<file path="src/rtl/cell_arc_exerciser.sv">
// Stimulus/check engine for a 3-input combinational cell: walks all 64 from->to
// vector arcs, samples the cell output at the end of each phase and counts mismatches.
module cell_arc_exerciser #(
  parameter int          SETTLE_CYC = 2,
  parameter logic [7:0]  TRUTH      = 8'h01,
  parameter int          ERR_W      = 8
) (
  input  logic             clk,
  input  logic             rst,
  input  logic             start,
  input  logic             qn,
  output logic             in1,
  output logic             in2,
  output logic             in3,
  output logic             busy,
  output logic             done,
  output logic             fail,
  output logic [ERR_W-1:0] err_cnt,
  output logic [6:0]       first_err
);

  localparam int              CNT_W       = (SETTLE_CYC > 1) ? $clog2(SETTLE_CYC) : 1;
  localparam logic [CNT_W-1:0] SETTLE_LOAD = CNT_W'(SETTLE_CYC - 1);

  typedef enum logic [1:0] {IDLE, FROM, TO, FIN} state_t;

  state_t           state, state_nxt;
  logic [5:0]       arc;
  logic [5:0]       arc_inc;
  logic [CNT_W-1:0] settle;
  logic [2:0]       vec;
  logic             launch;
  logic             phase_end;
  logic             last_arc;
  logic             mismatch;

  assign launch    = start && (state == IDLE || state == FIN);
  assign phase_end = (state == FROM || state == TO) && (settle == '0);
  assign last_arc  = (arc == 6'd63);
  assign arc_inc   = arc + 6'd1;
  assign mismatch  = phase_end && (qn != TRUTH[vec]);

  // Vector bits come straight from a register so the cell sees no decode glitches.
  assign {in3, in2, in1} = vec;

  // NOTE: sequential state uses non-blocking assignments so every register
  // samples pre-edge values, independent of process evaluation order.
  always_ff @(posedge clk or posedge rst) begin
    if (rst) state <= IDLE;
    else     state <= state_nxt;
  end

  // NOTE: next-state is defaulted before the case so no path leaves it
  // unassigned, which would otherwise infer a latch.
  always_comb begin
    state_nxt = state;
    unique case (state)
      IDLE, FIN: if (start)          state_nxt = FROM;
      FROM:      if (settle == '0)   state_nxt = TO;
      TO:        if (settle == '0)   state_nxt = last_arc ? FIN : FROM;
      default:                       state_nxt = IDLE;
    endcase
  end

  always_comb begin
    busy = (state == FROM) || (state == TO);
    done = (state == FIN);
  end

  always_ff @(posedge clk or posedge rst) begin
    if (rst) begin
      arc       <= '0;
      settle    <= '0;
      vec       <= '0;
      err_cnt   <= '0;
      fail      <= 1'b0;
      first_err <= '0;
    end else if (launch) begin
      arc       <= '0;
      settle    <= SETTLE_LOAD;
      vec       <= '0;
      err_cnt   <= '0;
      fail      <= 1'b0;
      first_err <= '0;
    end else if (phase_end) begin
      settle <= SETTLE_LOAD;
      if (mismatch) begin
        // A zero count means nothing has been recorded yet in this run.
        if (err_cnt == '0)  first_err <= {arc, state == TO};
        if (err_cnt != '1)  err_cnt   <= err_cnt + ERR_W'(1);
        fail <= 1'b1;
      end
      if (state == FROM) begin
        vec <= arc[2:0];
      end else if (last_arc) begin
        vec <= '0;
      end else begin
        arc <= arc_inc;
        vec <= arc_inc[5:3];
      end
    end else if (busy) begin
      settle <= settle - CNT_W'(1);
    end
  end

endmodule

</file>
<file path="config.mk">
export PLATFORM = sky130hd
export DESIGN_NAME = cell_arc_exerciser
export DESIGN_NICKNAME = d
export VERILOG_FILES = /design/src/rtl/cell_arc_exerciser.sv
export SDC_FILE = /design/constraint.sdc
export NUM_CORES = 1
export LEC_CHECK = 0
export BUFFER_PORTS_ARGS = -buffer_cell sky130_fd_sc_hd__buf_2
export CAP_MARGIN = 40
export CORE_AREA = 2 2 62 64
export DETAILED_ROUTE_END_ITERATION = 12
export DIE_AREA = 0 0 64 66
export PLACE_DENSITY = 0.63
export RECOVER_POWER = 100
export SLEW_MARGIN = 10
export SYNTH_ARGS = -nofsm -noshare
export SYNTH_HDL_FRONTEND = slang
export SYNTH_SLANG_ARGS = --single-unit
</file>
<file path="constraint.sdc">
create_clock -name clk -period 2.13 [get_ports clk]
set_clock_uncertainty 0.1 [all_clocks]
set_input_delay 0.1065 -clock clk [delete_from_list [all_inputs] [get_ports clk]]
set_output_delay 0.1065 -clock clk [all_outputs]
set_load 0.005 [all_outputs]
</file>
==> flow_summary.yaml <==
sta:
  worst-slew-pin-transition_ns: 1.49
  setup_total_negative_slack_ns: 0
  finalCriticalPeriod_ns: 2.01
  timing.final.hold_violations: 0
  rsz0062_at_grt: "false"
  slew_headroom: 0.00509
  layout_worst_path_cycle_share: 0.943
  setup_viol: 0
  fmaxAchievable_mhz: 498
  drv_slew: 0
logic_synthesis:
  list_of_most_frequent_post_synthesis_cells: "28 x dfrtp_1, 16 x nand3_1, 15 x nand2_1"
  syn_area_per_cell_um2: 9.36
  synthesis.nets: 173
  synth_cells: 162
  postSynth.topFlopCell: "dfrtp_1"
  yosysMostFrequentCell: "dfrtp_1"
  synth_async_sr_flop_share: 1.00
  post_synth_main_area_contributors: "dfrtp_1 46%, ha_1 5.8%, nand3_1 5.3%, o21ai_0 4.6%, nand2_1 3.7%"
  yosysWarningCount: 0
  post-synth-top-area-cell: "dfrtp_1"
  synth.top_cell.area_share: 0.462
  yosysSeqAreaShare: 0.462
  synth_enable_flop_cells: 0
  synth_seq_cells: 28
  yosysUniqueCellTypes: 41
  mappedNetlistArea_um2: 1520
routing:
  via_count: 1314
  avgRoutedWirePerCell_um: 13.9
  drt-vias-per-instance: 5.50
  dr.first_iter.drc_count: 155
  drt-total-wl_um: 3330
  route.detailed.drc: 0
  drt_pre_antenna_iters: 5
  post_route_antenna_net_violation_count: 0
layout:
  regArea_um2: 701
  multi_input_comb_area_um2: 739
  final_cells: 239
  antenna_cells_inserted: 0
  filler_cell_count: 355
  drive_gt1_frac: 0.157
  area_growth_syn_to_layout_pct: 13.9
  layout.nets: 204
critical_path:
  critPathArrivalTime_ns: 2.17
  critical_path_peak_fanout: 7
  worstPathRequired_ns: 2.30
  startpoint_type: "register"
  slowest_stage_cell_crit_path: "or4_1"
  critical_path_class: "reg -> reg"
  critical_path_cell_sequence: "ha_1 > nor2_4 > o21ai_2 > or4_1 > a21oi_1"
  regToRegEndpoint: "err_cnt[5]"
  setup.reg_to_reg.worst_slack_ns: 0.12
  timing.critical_path.slowest_cell_delay_ns: 0.52
  crit_path_end_kind: "register"
  worstRegToRegCells: 5
  reg2reg_launch_point: "state[1]"
run:
  number_of_maximum_capacitance_violations: 1
status:
  outcome: "finished with violations"
  violations: "capacitance limit"
global_routing:
  grt_overflow: 0
  grtUsageTotal: 0.169
  pin_count_of_the_biggest_net_entering_global_routing: 29
  grt_antenna_before_repair: 0
  first_global_vias: 1232
  grt_first_pass_wirelength_um: 5610
clocking:
  tritoncts.num_buffers: 3
  tritoncts_clock_tree: "yes"
  clock_sink_count: 28
  cts-htree-levels: 1
  cts_root_buffer: "clkbuf_4"
  insertion_delay_of_the_later_clocked_pin_in_the_worst_skew_pair_ns: 0.34
  clk_path_buf_depth: 2
  cts.clk_slew.worst_paths_ns: 0.15
die:
  placement_row_count: 22
  die_w_um: 64
  design.core.area_um2: 3550
  die_h_um: 66
  die_area_um2: 4220
  ioPinCount: 25
  floorplan.initialDensity: 0.427
hold_path:
  worstHoldPathType: "in -> reg"
  hold_path_depth: 4
  holdPathEnd: "settle"
  hp-start: "start"
power:
  power_leakage_nw: 0.783
  finalPower_mw: 1.24
  ir_worst_vdd_mv: 0.275
  p_per_area_nw_per_um2: 720
placed_design:
  finalWeightedCongestion: 0.805
  dp.final_hpwl_um: 2440
  port-buffer-count: 24
  placedCellCount: 232
-- registers in the layout (all words and copies together) (netlist names) --
register,cells
settle,1
state,2
err_cnt,8
fail,1
arc,6
first_err,7
vec,3
-- where the power goes --
group / switching (mW) / leakage, nW / internal [mW] / total (mW)
sequential: 0.0925 / 0.350 / 0.628 / 0.721
combinational: 0.154 / 0.419 / 0.146 / 0.301
clock: 0.155 / 0.0138 / 0.0666 / 0.222
-- metrics by stage --
stage | hold slack, ns | instance area, um^2 | setup slack [ns] | utilization
global route | 0.0922 | 1730 | 0.0337 | 0.487
floorplan | 0.0719 | 1520 | 0.136 | -
CTS | 0.0536 | 1730 | 0.0195 | 0.487
finish | 0.0523 | 1730 | 0.121 | 0.487
global placement | 0.0829 | 1700 | 0.139 | 0.477
detailed placement | 0.0920 | 1700 | 0.0499 | 0.477
-- cells by family after synthesis --
family | share of synthesized area
flip-flops | 0.462
AO/OA/AOI/OAI | 0.199
buffers and inverters | 0.0503
adder cells (fa/ha/maj) | 0.0578
AND/OR/NAND/NOR | 0.211
multiplexers | 0.0140
XOR/XNOR | 0.00578
-- what timing repair did --
| item | in CTS | in global routing |
|---|---|---|
| hold buffers | 1 | 0 |
| endpoints found under the setup margin | 0 | 2 |
| hold endpoints to repair | 28 | 0 |
| setup buffers | 0 | 3 |
| gates resized for setup | 0 | 0 |
-- how the worst max path moves through the flow --
stage               startpoint         end  cells after the start
floorplan             state[0]  err_cnt[3]                      7
global placement      state[0]  err_cnt[5]                      6
detailed placement    state[0]  err_cnt[5]                      6
CTS                   state[0]  err_cnt[5]                      6
global route          state[1]      vec[2]                      5
finish                state[1]  err_cnt[5]                      5
-- per-layer routing --
metal / routed length, um / GRT usage
met5: 0 / 0
met1: 1490 / 0.211
met3: 135 / 0.0204
met2: 1670 / 0.302
met4: 44 / 0.0571
-- critical path: cells and delay by family, from the launching register on --
family                     cells  cell delay [ns]
AOI/OAI and AO/OA              2             0.29
DFF                            1             0.45
and+or+nand+nor                2             0.71
adders and majority gates      1             0.40
-- layout make-up --
class / count / share of cell area
Sequential cell: 28 / 0.406
Multi-Input combinational cell: 116 / 0.428
Inverter: 12 / 0.0261
Clock buffer: 3 / 0.0130
Tap cell: 48 / 0.0348
Timing Repair Buffer: 32 / 0.0927
-- cells in the final DEF, fill, tap and decap left out, drive strengths merged, types with 2 or more instances in the layout --
cell type,count
or4,2
a21oi,10
dfrtp,28
nor3,5
o31ai,3
nand3,16
nand2,15
nor2,6
nand2b,3
o311ai,2
o21ai,16
clkbuf,14
o21a,2
a21o,3
inv,12
and2,2
ha,7
nor4,2
a22o,2
buf,20
o211ai,3
or3,2
nand4,3
Note: power is estimated with default switching activity, not from simulation.
